**src/rtl/load_store_unit.sv**
```systemverilog
// load_store_unit
//   Request/response front end for a word-wide memory array. Handles RV32
//   loads and stores (LB/LH/LW/LBU/LHU/SB/SH/SW). It drives the array's word
//   port and sign/zero-extends the load data. The array can only write whole
//   words, so SB and SH are done as read-modify-write. A misaligned,
//   out-of-range or illegal-funct3 request gets an error response and causes
//   no write. Only one request is in flight at a time.
//
// Ports
//   clock, reset            single clock; synchronous active-high reset
//   req_valid/req_ready     request handshake
//   req_store               1 = store, 0 = load
//   req_funct3              RV32 load/store funct3
//   req_addr                byte address
//   req_wdata               store data (low byte/half used for SB/SH)
//   rsp_valid/rsp_ready     response handshake; response held until taken
//   rsp_data                extended load result; 0 for stores and errors
//   rsp_error               misaligned / out of range / illegal funct3
//   mem_non_load            array word write enable
//   mem_funct3              funct3 of the access in flight
//   mem_addr                word index {2'b0, byte_addr[31:2]}
//   mem_wdata               word to write
//   mem_rdata               array read data, one cycle after mem_addr
//
// state        | meaning
// -------------+--------------------------------------------------------
// S_IDLE       | ready; mem port follows req_* so the array read starts
// S_LOAD_DATA  | mem_rdata holds the addressed word; extract and register
// S_RMW_MERGE  | mem_rdata holds the old word; merge lane(s) and write back
// S_RESP       | response presented until rsp_ready
module load_store_unit #(
    parameter int WORDS_LOG2 = 10
) (
    input  logic        clock,
    input  logic        reset,
    input  logic        req_valid,
    output logic        req_ready,
    input  logic        req_store,
    input  logic [2:0]  req_funct3,
    input  logic [31:0] req_addr,
    input  logic [31:0] req_wdata,
    output logic        rsp_valid,
    input  logic        rsp_ready,
    output logic [31:0] rsp_data,
    output logic        rsp_error,
    output logic        mem_non_load,
    output logic [2:0]  mem_funct3,
    output logic [31:0] mem_addr,
    output logic [31:0] mem_wdata,
    input  logic [31:0] mem_rdata
);

    typedef enum logic [1:0] {
        S_IDLE      = 2'd0,
        S_LOAD_DATA = 2'd1,
        S_RMW_MERGE = 2'd2,
        S_RESP      = 2'd3
    } state_t;

    state_t      state;
    state_t      state_nxt;

    logic [31:0] addr_q;
    logic [2:0]  funct3_q;
    logic [31:0] wdata_q;
    logic        store_q;
    logic [31:0] rsp_data_q;
    logic        rsp_error_q;

    logic        accept;
    logic        funct3_ok;
    logic        misaligned;
    logic        out_of_range;
    logic        req_err;
    logic        req_is_sw;

    logic [7:0]  byte_sel;
    logic [15:0] half_sel;
    logic [31:0] load_ext;
    logic [31:0] merged;

    // Request decode; only meaningful in S_IDLE, where it is used.
    always_comb begin
        accept = req_valid & req_ready;
        case (req_funct3)
            3'b000, 3'b001, 3'b010: funct3_ok = 1'b1;
            3'b100, 3'b101:         funct3_ok = ~req_store;
            default:                funct3_ok = 1'b0;
        endcase
        misaligned   = ((req_funct3[1:0] == 2'b01) & req_addr[0])
                     | ((req_funct3[1:0] == 2'b10) & (|req_addr[1:0]));
        out_of_range = (req_addr >> (WORDS_LOG2 + 2)) != 32'd0;
        req_err      = ~funct3_ok | misaligned | out_of_range;
        req_is_sw    = req_store & (req_funct3 == 3'b010);
    end

    // Lane extraction for loads and lane merge for SB/SH.
    always_comb begin
        byte_sel = mem_rdata[{addr_q[1:0], 3'b000} +: 8];
        half_sel = mem_rdata[{addr_q[1], 4'b0000} +: 16];
        case (funct3_q)
            3'b000:  load_ext = {{24{byte_sel[7]}}, byte_sel};
            3'b001:  load_ext = {{16{half_sel[15]}}, half_sel};
            3'b010:  load_ext = mem_rdata;
            3'b100:  load_ext = {24'd0, byte_sel};
            3'b101:  load_ext = {16'd0, half_sel};
            default: load_ext = 32'd0;
        endcase

        merged = mem_rdata;
        if (funct3_q[1:0] == 2'b00) begin
            merged[{addr_q[1:0], 3'b000} +: 8] = wdata_q[7:0];
        end else if (funct3_q[1:0] == 2'b01) begin
            merged[{addr_q[1], 4'b0000} +: 16] = wdata_q[15:0];
        end else begin
            merged = wdata_q;
        end
    end

    // State register
    always_ff @(posedge clock) begin
        if (reset) begin
            state <= S_IDLE;
        end else begin
            state <= state_nxt;
        end
    end

    // Next-state logic
    always_comb begin
        state_nxt = state;
        case (state)
            S_IDLE: begin
                if (accept) begin
                    if (req_err)        state_nxt = S_RESP;
                    else if (req_is_sw) state_nxt = S_RESP;
                    else if (req_store) state_nxt = S_RMW_MERGE;
                    else                state_nxt = S_LOAD_DATA;
                end
            end
            S_LOAD_DATA: state_nxt = S_RESP;
            S_RMW_MERGE: state_nxt = S_RESP;
            S_RESP: begin
                if (rsp_ready) state_nxt = S_IDLE;
            end
            default: state_nxt = S_IDLE;
        endcase
    end

    // Outputs. The write enable is gated by reset so that an abort in
    // S_RMW_MERGE never reaches the array.
    always_comb begin
        req_ready    = (state == S_IDLE) & ~reset;
        rsp_valid    = (state == S_RESP);
        rsp_data     = rsp_data_q;
        rsp_error    = rsp_error_q;
        mem_addr     = {2'b00, addr_q[31:2]};
        mem_funct3   = funct3_q;
        mem_wdata    = wdata_q;
        mem_non_load = 1'b0;
        case (state)
            S_IDLE: begin
                mem_addr     = {2'b00, req_addr[31:2]};
                mem_funct3   = req_funct3;
                mem_wdata    = req_wdata;
                mem_non_load = accept & req_is_sw & ~req_err & ~reset;
            end
            S_RMW_MERGE: begin
                mem_wdata    = merged;
                mem_non_load = store_q & ~reset;
            end
            default: ;
        endcase
    end

    // Request latch and response registers
    always_ff @(posedge clock) begin
        if (reset) begin
            addr_q      <= 32'd0;
            funct3_q    <= 3'd0;
            wdata_q     <= 32'd0;
            store_q     <= 1'b0;
            rsp_data_q  <= 32'd0;
            rsp_error_q <= 1'b0;
        end else begin
            case (state)
                S_IDLE: begin
                    if (accept) begin
                        addr_q      <= req_addr;
                        funct3_q    <= req_funct3;
                        wdata_q     <= req_wdata;
                        store_q     <= req_store;
                        rsp_data_q  <= 32'd0;
                        rsp_error_q <= req_err;
                    end
                end
                S_LOAD_DATA: begin
                    rsp_data_q <= load_ext;
                end
                S_RESP: begin
                    if (rsp_ready) begin
                        rsp_data_q  <= 32'd0;
                        rsp_error_q <= 1'b0;
                    end
                end
                default: ;
            endcase
        end
    end

endmodule
```
**config.mk**
```make
export PLATFORM = sky130hd
export DESIGN_NAME = load_store_unit
export DESIGN_NICKNAME = d
export VERILOG_FILES = /design/src/rtl/load_store_unit.sv
export SDC_FILE = /design/constraint.sdc
export NUM_CORES = 1
export LEC_CHECK = 0
export ABC_AREA = 0
export BUFFER_PORTS_ARGS = -buffer_cell sky130_fd_sc_hd__buf_2
export CAP_MARGIN = 15
export CORE_ASPECT_RATIO = 1.5
export CORE_MARGIN = 3
export CORE_UTILIZATION = 40
export CTS_CLUSTER_DIAMETER = 150
export DETAILED_ROUTE_END_ITERATION = 10
export PLACE_DENSITY_LB_ADDON = 0.08
export SYNTH_ARGS = -nofsm -noshare
export SYNTH_HDL_FRONTEND = slang
export SYNTH_SLANG_ARGS = --single-unit
```
**constraint.sdc**
```tcl
create_clock -name clock -period 2.1 [get_ports clock]
set_input_delay 0.21 -clock clock [delete_from_list [all_inputs] [get_ports clock]]
set_output_delay 0.21 -clock clock [all_outputs]
set_load 0.05 [all_outputs]
```
======== After elaboration in Yosys (flattened, before gate mapping) ========
Index checks and enable logic that the tools add are counted.
storage, ports and cells
  register bits ........................... 103
  bits of input ports ..................... 104
  output and inout bits ................... 103
  word-level logic and storage cells ...... 84
operators by class
  add/subtract/negate cells ............... 2
  equal/unequal tests ..................... 16
  shifts and indexed selects .............. 6
  mux-type cells .......................... 22
  bitwise logic cells ..................... 16
  reductions and logical operators ........ 15
operators by type and width
  operator                                                                  number
  32-bit case mux with 5 select lines                                       1
  32-bit two-way mux                                                        4
  32-bit case mux with 3 select lines                                       1
  32-bit bitwise mux                                                        2
  32-bit case mux with 2 select lines                                       1
  32-bit nonzero test                                                       1
  16-bit by 7-bit variable shift with 32-bit output (first input constant)  1
  8-bit by 7-bit variable shift with 32-bit output (first input constant)   1
  16-bit by 7-bit variable part select with 32-bit output                   1
  32-bit by 6-bit variable part select with 16-bit output                   1
  32-bit by 6-bit variable part select with 8-bit output                    1
  8-bit by 7-bit variable part select with 32-bit output                    1
  30-bit two-way mux                                                        1
  5-bit negation with 7-bit output                                          2
  3-bit == test (second input constant)                                     4
  2-bit two-way mux                                                         5
  1-bit AND                                                                 9
  2-bit by 1-bit == test with 1-bit output (second input constant)          3
  2-bit == test (second input constant)                                     3
  3-bit by 1-bit == test with 1-bit output (second input constant)          2
  3-bit by 2-bit == test with 1-bit output (second input constant)          2
  3-bit logical NOT                                                         2
  1-bit case mux with 2 select lines                                        3
  2-bit case mux with 3 select lines                                        1
  other kinds (13)                                                          24

======== Logic depth before layout (Yosys ltp) ========
Gate-level depths: netlist (run 1).
  word-level depth ........................ 10
  depth in mapped cells ................... 9
  mapped depth without buffers ............ 6

======== Worst setup path before layout (run 1) ========
OpenSTA, ideal clock, no wires.
  path type ............................... reg-to-output
  start ................................... register addr_q[1]
  end ..................................... output port mem_wdata[30]
  data arrival time ....................... 2,744 ps
  slack ................................... -854 ps
  stages on the path, launching flop included .. 9
  path buffers ............................ 2
  cell sequence ........................... dfxtp_1 -> buf_4 -> inv_2 -> ha_1 -> nor4bb_1 -> clkbuf_1 -> a221o_1 -> nand2_1 -> o21ai_0
between the ends
  word-level cells in the longest chain between the ends .. 6
  elaborated cells on any way between the ends .. 11
  those cells by class .................... add/sub (2); shift (4); mux (5)
ends and longest elaborated chain
  element                                                                                                                       RTL line  source
  start: declaration                                                                                                            63        logic [31:0] addr_q;
  start signal: assignment                                                                                                      189       addr_q <= req_addr;
  5-bit negation with 7-bit output                                                                                              114       merged[{addr_q[1], 4'b0000} +: 16] = wdata_q[15:0];
  16-bit by 7-bit variable part select with 32-bit output or 16-bit by 7-bit variable shift with 32-bit output (tied branches)  114
  32-bit bitwise mux                                                                                                            114
  32-bit two-way mux                                                                                                            113       end else if (funct3_q[1:0] == 2'b01) begin
  32-bit two-way mux (*)                                                                                                        111       if (funct3_q[1:0] == 2'b00) begin
  32-bit case mux with 2 select lines (*)                                                                                       161       case (state)
  end: declaration                                                                                                              49        output logic [31:0] mem_wdata,
Mark *: on every way between the ends. The rest lies on a longest branch, timed or not.

======== Final worst setup path (run 1) ========
  start ................................... register addr_q[0]
  end ..................................... output port mem_wdata[3]
between the ends
  word-level cells in the longest chain between the ends .. 5
  elaborated cells on any way between the ends .. 6
  those cells by class .................... add/sub (1); shift (2); mux (3)
ends and longest elaborated chain
  element                                                                                                                     RTL line  source
  5-bit negation with 7-bit output (*)                                                                                        112       merged[{addr_q[1:0], 3'b000} +: 8] = wdata_q[7:0];
  8-bit by 7-bit variable part select with 32-bit output or 8-bit by 7-bit variable shift with 32-bit output (tied branches)  112
  32-bit bitwise mux (*)                                                                                                      112
  32-bit two-way mux (*)                                                                                                      111
  32-bit case mux with 2 select lines (*)                                                                                     161
Marked as above.

==> flow_summary_export.csv, run 1 <==
group,metric,value,unit
critical_path,crit_required,1.89,ns
critical_path,reg2reg_to,"rsp_data[16]",
sta,fin_crit_sh,1.15,
logic_synthesis,synth-warning-count,0,
route,drt_iter0_drc,456,
cts,htree_levels,3,
worst_hold_path,worstHoldStart,"req_wdata[30]",
sta,slew_headroom,0.477,
cts,clock_path_buffers,2,
route,route.vias.total,6538,
worst_hold_path,hold_depth,3,
power,pwr-share-comb,0.691,
final_layout,syn2layout_area_growth,42.4,%
sta,worst_pin_slew,0.778,ns
logic_synthesis,synth_edf_count,0,
route,routedWlPerCell,20.7,um
route,drc,0,
power,clockPowerShare,0.122,
cts,root_buffer,"clkbuf_16",
critical_path,path_class,"reg -> out",
final_layout,mostFrequentLayoutCells,"buf_2 (153), nand2_1 (151), dfxtp_1 (99)",
sta,fmax,413,MHz
cts,cts_tree,"yes",
critical_path,worst-r2r-cell-count,9,
final_layout,fin_util,0.590,
logic_synthesis,ys_top_cells_by_area,"dfxtp_1 (35%), mux2_2 (11%), nand2_1 (10%), a21oi_1 (7.4%), a221o_1 (6.8%)",
logic_synthesis,synthesis.area,5910,um2
grt,grt_max_degree,70,
floorplan,initial_utilization,0.414,
grt,antenna_found_initial,0,
power,ir_drop,0.852,mV
cts,clock_sinks,103,
critical_path,critical_path_arrival,2.21,ns
final_layout,antenna_cells,0,
logic_synthesis,synth_cells,712,
sta,rsz0062_at_grt,"true",
critical_path,cp_slowest_cell,"or4b_4",
logic_synthesis,synthDominantCellAreaShare,0.349,
power,powerDensity,1680,nW/um2
logic_synthesis,synthFlopType,"dfxtp_1",
placed_design,dp_hpwl,17000,um
floorplan,die_h,155,um
final_layout,layout-drive-gt1-share,0.437,
placed_design,gp_congestion,0.953,
route,wirelength,23100,um
cts,clkTransAtPathRegs,0.07,ns
worst_hold_path,hold_class,"in -> reg",
route,postRouteAntennaNets,0,
critical_path,crit_path_max_fanout,8,
run_status,violations,"setup timing",
route,avgViaCountPerCell,5.86,
logic_synthesis,syn_avg_cell_area,8.30,um2
sta,tns,-6.71,ns
grt,grt_first_pass_wirelength,34700,um
grt,grt.total_usage,0.270,
power,p_leak,3.52,nW
final_layout,finalNetCount,1033,
worst_hold_path,min_to,"wdata_q[30]",
logic_synthesis,synth_area_leader_cell,"dfxtp_1",
run_status,run_status,"complete, but fails checks",
critical_path,start_kind,"register",
grt,grt_pass1_vias,6313,
critical_path,cpPeakStageDelay,0.49,ns
sta,period_minus_slack,2.42,ns
sta,slew_violations,0,
sta,finalSetupViolations,33,
critical_path,end_kind,"output pin",
power,power,14.1,mW
floorplan,die_w,105,um
cts,cts_buffers,9,
logic_synthesis,synthDistinctLibCells,58,
logic_synthesis,ys_seq_area_frac,0.349,
floorplan,rows,53,
final_layout,final_common_cell,"buf_2",
sta,fin_skew,0.00619,ns
sta,final_hold_viol_count,0,
final_layout,fill_cells,1319,
logic_synthesis,synthArstFlopShare,0,
critical_path,r2r_slack,0.09,ns
route,drtPass1Iterations,6,
critical_path,timing.rr.start,"state[1]",
sta,finalWorstSetupSlack,-0.322,ns
floorplan,io_pins,207,
power,internal_power,6.89,mW
floorplan,die_area,16300,um2
placed_design,port_buffers,204,
critical_path,cp_cell_sequence,"inv_4 -> ha_2 -> or4b_4 -> a31oi_4 -> a221o_2 -> buf_8",
grt,grt_overflow_total,0,
flow_run,drv_cap,0,
power,swShare,0.512,
power,p_seq_frac,0.188,
logic_synthesis,yosys_register_bits,103,
cts,clock_latency,0.35,ns
power,p_sw,7.23,mW
floorplan,coreArea,14300,um2
==> metrics by stage <==
| stage | setup slack, ns | hold WS, ns | cells | area (um2) |
|---|---|---|---|---|
| 2_1_floorplan | 0.0153 | 0.338 | 713 | 6180 |
| 3_3_place_gp | -0.00909 | 0.429 | 1091 | 7590 |
| 3_5_place_dp | -0.0557 | 0.437 | 1091 | 7590 |
| 4_1_cts | -0.299 | 0.0926 | 1108 | 8160 |
| 5_1_grt | -0.365 | 0.0960 | 1116 | 8410 |
| 6_report | -0.322 | 0.104 | 1116 | 8410 |
==> layout make-up <==
type | count | area (um2) | area share
Clock buffer | 9 | 225 | 0.0268
Clock inverter | 7 | 72.6 | 0.00862
Inverter | 10 | 46.3 | 0.00550
Sequential cell | 103 | 2070 | 0.246
Multi-Input combinational cell | 541 | 3900 | 0.464
Timing Repair Buffer | 254 | 1860 | 0.221
Tap cell | 192 | 240 | 0.0286
==> synth_stat cells (all sizes together) (3+ instances only) <==
master     n
dfxtp    103
a21o       9
o22ai     16
ha        10
nand2b     4
a222oi     8
a22oi     24
nor3b      9
o221ai     8
a221oi     8
nor2      10
o2bb2ai    8
a31oi      3
a221o     40
clkbuf    42
mux2      57
o21ai     28
nor4       7
nor2b      4
buf       17
and2       9
o211ai     4
inv        8
nand2    160
a21oi     88
==> worst max-delay path by stage <==
| stage | from | to | cells past startpoint |
|---|---|---|---|
| CTS | addr_q[1] | mem_wdata[16] | 9 |
| detailed placement | addr_q[0] | mem_wdata[0] | 7 |
| floorplan | addr_q[1] | mem_wdata[0] | 6 |
| finish | addr_q[0] | mem_wdata[3] | 6 |
| global placement | addr_q[0] | mem_wdata[0] | 7 |
| global route | addr_q[0] | mem_wdata[3] | 6 |
==> power by group through the flow <==
stage | Combinational, mW | Sequential, mW | Clock, mW
after floorplan | 5.94 | 3.06 | 0
after global placement | 8.47 | 2.66 | 0
after detailed placement | 8.52 | 2.67 | 0
after CTS | 9.20 | 2.64 | 1.76
after global routing | 10.2 | 2.69 | 1.85
final | 9.75 | 2.65 | 1.72
==> routing by layer <==
metal / track usage / up-vias / routed length [um] / share of wire
li1: - / 3058 / - / -
met3: 0.0501 / 33 / 1600 / 0.069
met1: 0.315 / 3151 / 8740 / 0.38
met4: 0.0851 / 0 / 522 / 0.023
met5: 0 / - / 0 / 0
met2: 0.494 / 296 / 12300 / 0.53
==> worst max-delay path, delay by kind of cell, from the launching register on <==
family,cells,cell delay [ns]
buf+inv,2,0.22
flops,1,0.34
fa+ha+maj,1,0.24
compound gates,2,0.57
simple gates,1,0.49
==> sequential cells by signal (all words and copies together) (netlist names) <==
signal     cells
addr_q        32
rsp_data      32
wdata_q       32
funct3_q       3
state          2
rsp_error      1
store_q        1
==> repair_timing <==
action	in CTS	in global routing
pin swaps	10	11
setup endpoints to repair	65	51
hold endpoints to repair	0	0
gates resized for setup	84	63
hold buffers	0	0
setup buffers	1	6
cloned	0	2
==> cells by family after synthesis <==
logic type / Yosys count / share of synthesized area
DFF: 103 / 0.349
and+or+nand+nor: 223 / 0.175
buffers and inverters: 69 / 0.0502
AOI/OAI and AO/OA: 247 / 0.290
muxes: 59 / 0.114
other: 1 / 0.000635
adders and majority gates: 10 / 0.0212
Power figures use the tool's default switching activity.
==> run 2, diff against run 1 <==
- CORE_UTILIZATION: 40 -> 51
- clock period: 2.1 -> 3.1 ns (I/O delays scaled with it)
==> flow_summary_export.csv, run 2 (synthesized netlist as in run 1, its figures left out) <==
group,metric,value,unit
run_status,run_status,"complete, no violations",
power,power,8.17,mW
sta,fin_skew,0.00756,ns
route,drt_iter0_drc,487,
power,powerDensity,1110,nW/um2
critical_path,cp_cell_sequence,"inv_1 -> ha_1 -> or4b_2 -> a31oi_4 -> a221o_1 -> clkbuf_4",
route,wirelength,20200,um
placed_design,placed_area,7010,um2
power,swShare,0.540,
sta,slew_violations,0,
final_layout,syn2layout_area_growth,24.4,%
power,p_seq_frac,0.219,
sta,finalWorstSetupSlack,0.176,ns
final_layout,final_cells,1037,
sta,finalSetupViolations,0,
critical_path,crit_required,2.79,ns
grt,grt_overflow_total,0,
grt,grt.total_usage,0.302,
cts,cts_tree,"yes",
critical_path,path_class,"reg -> out",
sta,fin_hold_ws,0.206,ns
cts,clkTransAtPathRegs,0.07,ns
grt,grt_max_degree,70,
critical_path,start_kind,"register",
final_layout,fin_util,0.657,
cts,cts_buffers,9,
power,ir_drop,0.679,mV
grt,grt_first_pass_wirelength,30900,um
sta,fin_crit_sh,0.943,
worst_hold_path,min_to,"addr_q[6]",
sta,fmax,342,MHz
floorplan,die_area,12900,um2
power,internal_power,3.76,mW
floorplan,io_pins,207,
final_layout,fill_cells,1010,
sta,slew_headroom,0.475,
route,routedWlPerCell,19.5,um
final_layout,mostFrequentLayoutCells,"buf_2 (196), nand2_1 (159), dfxtp_1 (102)",
final_layout,finalNetCount,999,
route,avgViaCountPerCell,6.13,
critical_path,critPathTopFamily,"simple AND/OR/NAND/NOR gates",
worst_hold_path,hold_depth,3,
route,route.vias.total,6353,
worst_hold_path,worstHoldStart,"req_addr[6]",
critical_path,cp_slowest_cell,"or4b_2",
power,p_leak,3.16,nW
final_layout,final_common_cell,"buf_2",
critical_path,reg2reg_to,"rsp_data[27]",
cts,cts_setup_buffers,0,
floorplan,die_h,138,um
route,drc,0,
cts,clock_latency,0.34,ns
final_layout,antenna_cells,0,
cts,clock_path_buffers,2,
flow_run,drv_cap,0,
sta,rsz0062_at_grt,"false",
sta,period_minus_slack,2.92,ns
sta,tns,0,ns
power,pwr-share-comb,0.634,
final_layout,fin_area,7350,um2
critical_path,end_kind,"output pin",
sta,worst_pin_slew,0.781,ns
sta,final_hold_viol_count,0,
critical_path,worst-r2r-cell-count,7,
route,drtPass1Iterations,9,
cts,htree_levels,3,
floorplan,initial_utilization,0.529,
final_layout,layout-drive-gt1-share,0.347,
placed_design,port_buffers,204,
critical_path,crit_path_max_fanout,10,
grt,antenna_found_initial,0,
floorplan,rows,47,
power,p_sw,4.42,mW
placed_design,place_ws,0.290,ns
cts,clock_sinks,103,
floorplan,die_w,93.9,um
critical_path,timing.rr.start,"state[0]",
route,postRouteAntennaNets,0,
critical_path,r2r_slack,0.88,ns
critical_path,cpPeakStageDelay,0.66,ns
cts,root_buffer,"clkbuf_16",
critical_path,timing.critical_path.buf_inv,2,
worst_hold_path,hold_class,"in -> reg",
floorplan,coreArea,11200,um2
grt,grt_pass1_vias,6012,
placed_design,dp_hpwl,14800,um
critical_path,critical_path_arrival,2.61,ns
power,clockPowerShare,0.147,
placed_design,placed_cells,1021,
placed_design,gp_congestion,0.913,
run 2: cell types whose count changed in the layout (fill, tap and decap cells not counted), moves of 9 or more:
cell | before | now
o21ai_2 | 9 | 0
buf_6 | 42 | 1
o21ai_0 | 3 | 28
o21ai_4 | 16 | 0
buf_2 | 153 | 196
buf_4 | 43 | 13
run 2: cell type report:
type | count | area, um2 | share of cell area
Tap cell | 147 | 184 | 0.0250
Inverter | 10 | 37.5 | 0.00511
Clock inverter | 4 | 70.1 | 0.00954
Clock buffer | 12 | 236 | 0.0322
Sequential cell | 103 | 2070 | 0.281
Multi-Input combinational cell | 541 | 3560 | 0.485
Timing Repair Buffer | 220 | 1190 | 0.162
run 2: timing repair:
action	CTS	global route
setup endpoints to repair	8	9
cloned	0	0
hold buffers	0	0
pin swaps	0	1
gates resized for setup	1	10
run 2: worst max path at each step:
stage / slack (ns) / startpoint / endpoint / cells past startpoint
after floorplan: 0.05 / addr_q[1] / mem_wdata[30] / 8
after global placement: 0.37 / addr_q[0] / mem_wdata[6] / 6
after detailed placement: 0.29 / addr_q[0] / mem_wdata[6] / 6
after CTS: 0.06 / addr_q[0] / mem_wdata[6] / 6
after global routing: 0.08 / addr_q[0] / mem_wdata[6] / 6
final: 0.18 / addr_q[0] / mem_wdata[0] / 6
run 2: metal layers:
layer / vias to the layer above / track usage / share of wire
met5: - / 0 / 0
met4: 0 / 0.142 / 0.038
met3: 43 / 0.0667 / 0.083
met2: 295 / 0.518 / 0.51
met1: 3016 / 0.355 / 0.37
li1: 2999 / - / -
run 2: worst reg2reg max path, delay by kind of cell, from the launching register on:
family | cells | cell delay, ns
AOI/OAI and AO/OA | 3 | 0.69
adders and majority gates | 1 | 0.46
buffers and inverters | 3 | 0.66
DFF | 1 | 0.35
run 2: power by group through the flow:
stage / Sequential (mW) / Combinational, mW / Clock [mW]
3_5_place_dp: 1.81 / 5.13 / 0
4_1_cts: 1.78 / 5.15 / 1.22
3_3_place_gp: 1.80 / 5.07 / 0
2_1_floorplan: 2.07 / 3.70 / 0
6_report: 1.79 / 5.18 / 1.20
5_1_grt: 1.81 / 5.49 / 1.26
==> run 3, diff against run 2 <==
- PLACE_DENSITY: default -> 0.83
- PLACE_DENSITY_LB_ADDON: 0.08 -> default
==> flow_summary_export.csv, run 3 (synthesized netlist as in run 1, its figures left out) <==
group,metric,value,unit
sta,fin_crit_sh,0.973,
route,route.vias.total,6387,
critical_path,timing.critical_path.buf_inv,2,
placed_design,port_buffers,204,
critical_path,path_class,"reg -> out",
power,p_leak,3.14,nW
critical_path,critPathTopFamily,"simple AND/OR/NAND/NOR gates",
sta,fin_skew,0.00674,ns
power,powerDensity,1100,nW/um2
grt,antenna_found_initial,1,
cts,clock_latency,0.36,ns
power,p_sw,4.47,mW
critical_path,crit_required,2.79,ns
sta,finalSetupViolations,0,
sta,period_minus_slack,3.02,ns
critical_path,cp_slowest_cell,"or4b_2",
floorplan,die_w,93.9,um
critical_path,cpPeakStageDelay,0.68,ns
final_layout,fill_cells,1006,
power,ir_drop,0.728,mV
route,drtPass1Iterations,7,
power,p_seq_frac,0.223,
cts,root_buffer,"clkbuf_16",
cts,cts_tree,"yes",
cts,cts_hold_repair.buffers,0,
final_layout,finalNetCount,998,
cts,htree_levels,3,
grt,grt_pass1_vias,5962,
floorplan,io_pins,207,
cts,cts_setup_buffers,0,
placed_design,gp_congestion,0.990,
grt,grt_first_pass_wirelength,30600,um
sta,final_hold_viol_count,0,
cts,cts_buffers,9,
cts,clock_path_buffers,2,
floorplan,initial_utilization,0.529,
power,clockPowerShare,0.140,
final_layout,syn2layout_area_growth,23.6,%
cts,clock_sinks,103,
floorplan,die_area,12900,um2
sta,tns,0,ns
critical_path,cp_cell_sequence,"inv_1 -> ha_1 -> or4b_2 -> a31oi_4 -> a221o_1 -> buf_2",
critical_path,crit_path_max_fanout,10,
sta,slew_headroom,0.441,
grt,grt.total_usage,0.301,
route,postRouteAntennaNets,0,
run_status,run_status,"complete, no violations",
floorplan,rows,47,
power,power,8.06,mW
placed_design,dp_hpwl,14500,um
power,swShare,0.555,
route,wirelength,19900,um
sta,fmax,332,MHz
placed_design,place_ws,0.285,ns
critical_path,end_kind,"output pin",
critical_path,critical_path_arrival,2.71,ns
power,pwr-share-comb,0.637,
route,drt_iter0_drc,667,
power,internal_power,3.59,mW
sta,slew_violations,0,
grt,grt_max_degree,70,
worst_hold_path,hold_class,"in -> reg",
floorplan,coreArea,11200,um2
sta,worst_pin_slew,0.832,ns
final_layout,layout-drive-gt1-share,0.351,
flow_run,drv_cap,0,
final_layout,antenna_cells,0,
critical_path,start_kind,"register",
route,avgViaCountPerCell,6.17,
grt,grt_overflow_total,0,
floorplan,die_h,138,um
cts,clkTransAtPathRegs,0.08,ns
route,drc,0,
final_layout,final_common_cell,"buf_2",
sta,rsz0062_at_grt,"false",
sta,fin_hold_ws,0.188,ns
sta,finalWorstSetupSlack,0.0845,ns
final_layout,mostFrequentLayoutCells,"buf_2 (198), nand2_1 (159), dfxtp_1 (101)",
route,routedWlPerCell,19.2,um
-- run 3: through the flow --
step	instances	utilization	area, um2
after detailed placement	1020	0.626	6990
after CTS	1036	0.652	7280
after global routing	1036	0.653	7300
after global placement	1020	0.626	6990
after floorplan	713	-	5910
final	1036	0.653	7300
-- run 3: area by class of cell --
| type | instances | area, um2 | share of cell area |
|---|---|---|---|
| flip-flops and latches | 103 | 2070 | 0.283 |
| repair buffers | 219 | 1160 | 0.159 |
| clock buffers | 9 | 225 | 0.0309 |
| clock inverters | 7 | 62.6 | 0.00857 |
| multi-input cells | 541 | 3560 | 0.488 |
| well taps | 147 | 184 | 0.0252 |
| inverters | 10 | 37.5 | 0.00514 |
-- run 3: routing by layer --
layer,track usage,wire [um]
met4,0.190,1090
met1,0.341,7220
met5,0,8
met2,0.506,9580
met3,0.0689,2030
-- run 3: worst reg2reg max path, delay by kind of cell (launching register included) --
family	cells	cell delay [ns]
AND/OR/NAND/NOR	1	0.41
flip-flops	1	0.38
adder cells (fa/ha/maj)	1	0.32
AO/OA/AOI/OAI	2	0.38
buffers and inverters	3	0.70
-- run 3: timing repair --
item	CTS	global route
hold endpoints to repair	0	0
pin swaps	0	1
cloned	0	0
setup endpoints to repair	8	8
gates resized for setup	1	9
-- run 3: final timing paths --
check               startpoint      endpoint  slack (ns)  cells past startpoint
setup / recovery     addr_q[0]  mem_wdata[1]        0.08                      6
setup reg to reg      state[0]  rsp_data[26]        0.85                      7
hold reg to reg   rsp_data[14]  rsp_data[14]        0.45                      1
hold / removal    req_wdata[5]    wdata_q[5]        0.19                      3
-- run 3: power groups by stage --
stage                     Clock (mW)  Sequential [mW]  Combinational [mW]
final                           1.13             1.80                5.13
after global routing            1.19             1.83                5.44
after CTS                       1.13             1.79                5.10
after detailed placement           0             1.82                5.09
after global placement             0             1.81                5.05
after floorplan                    0             2.07                3.70
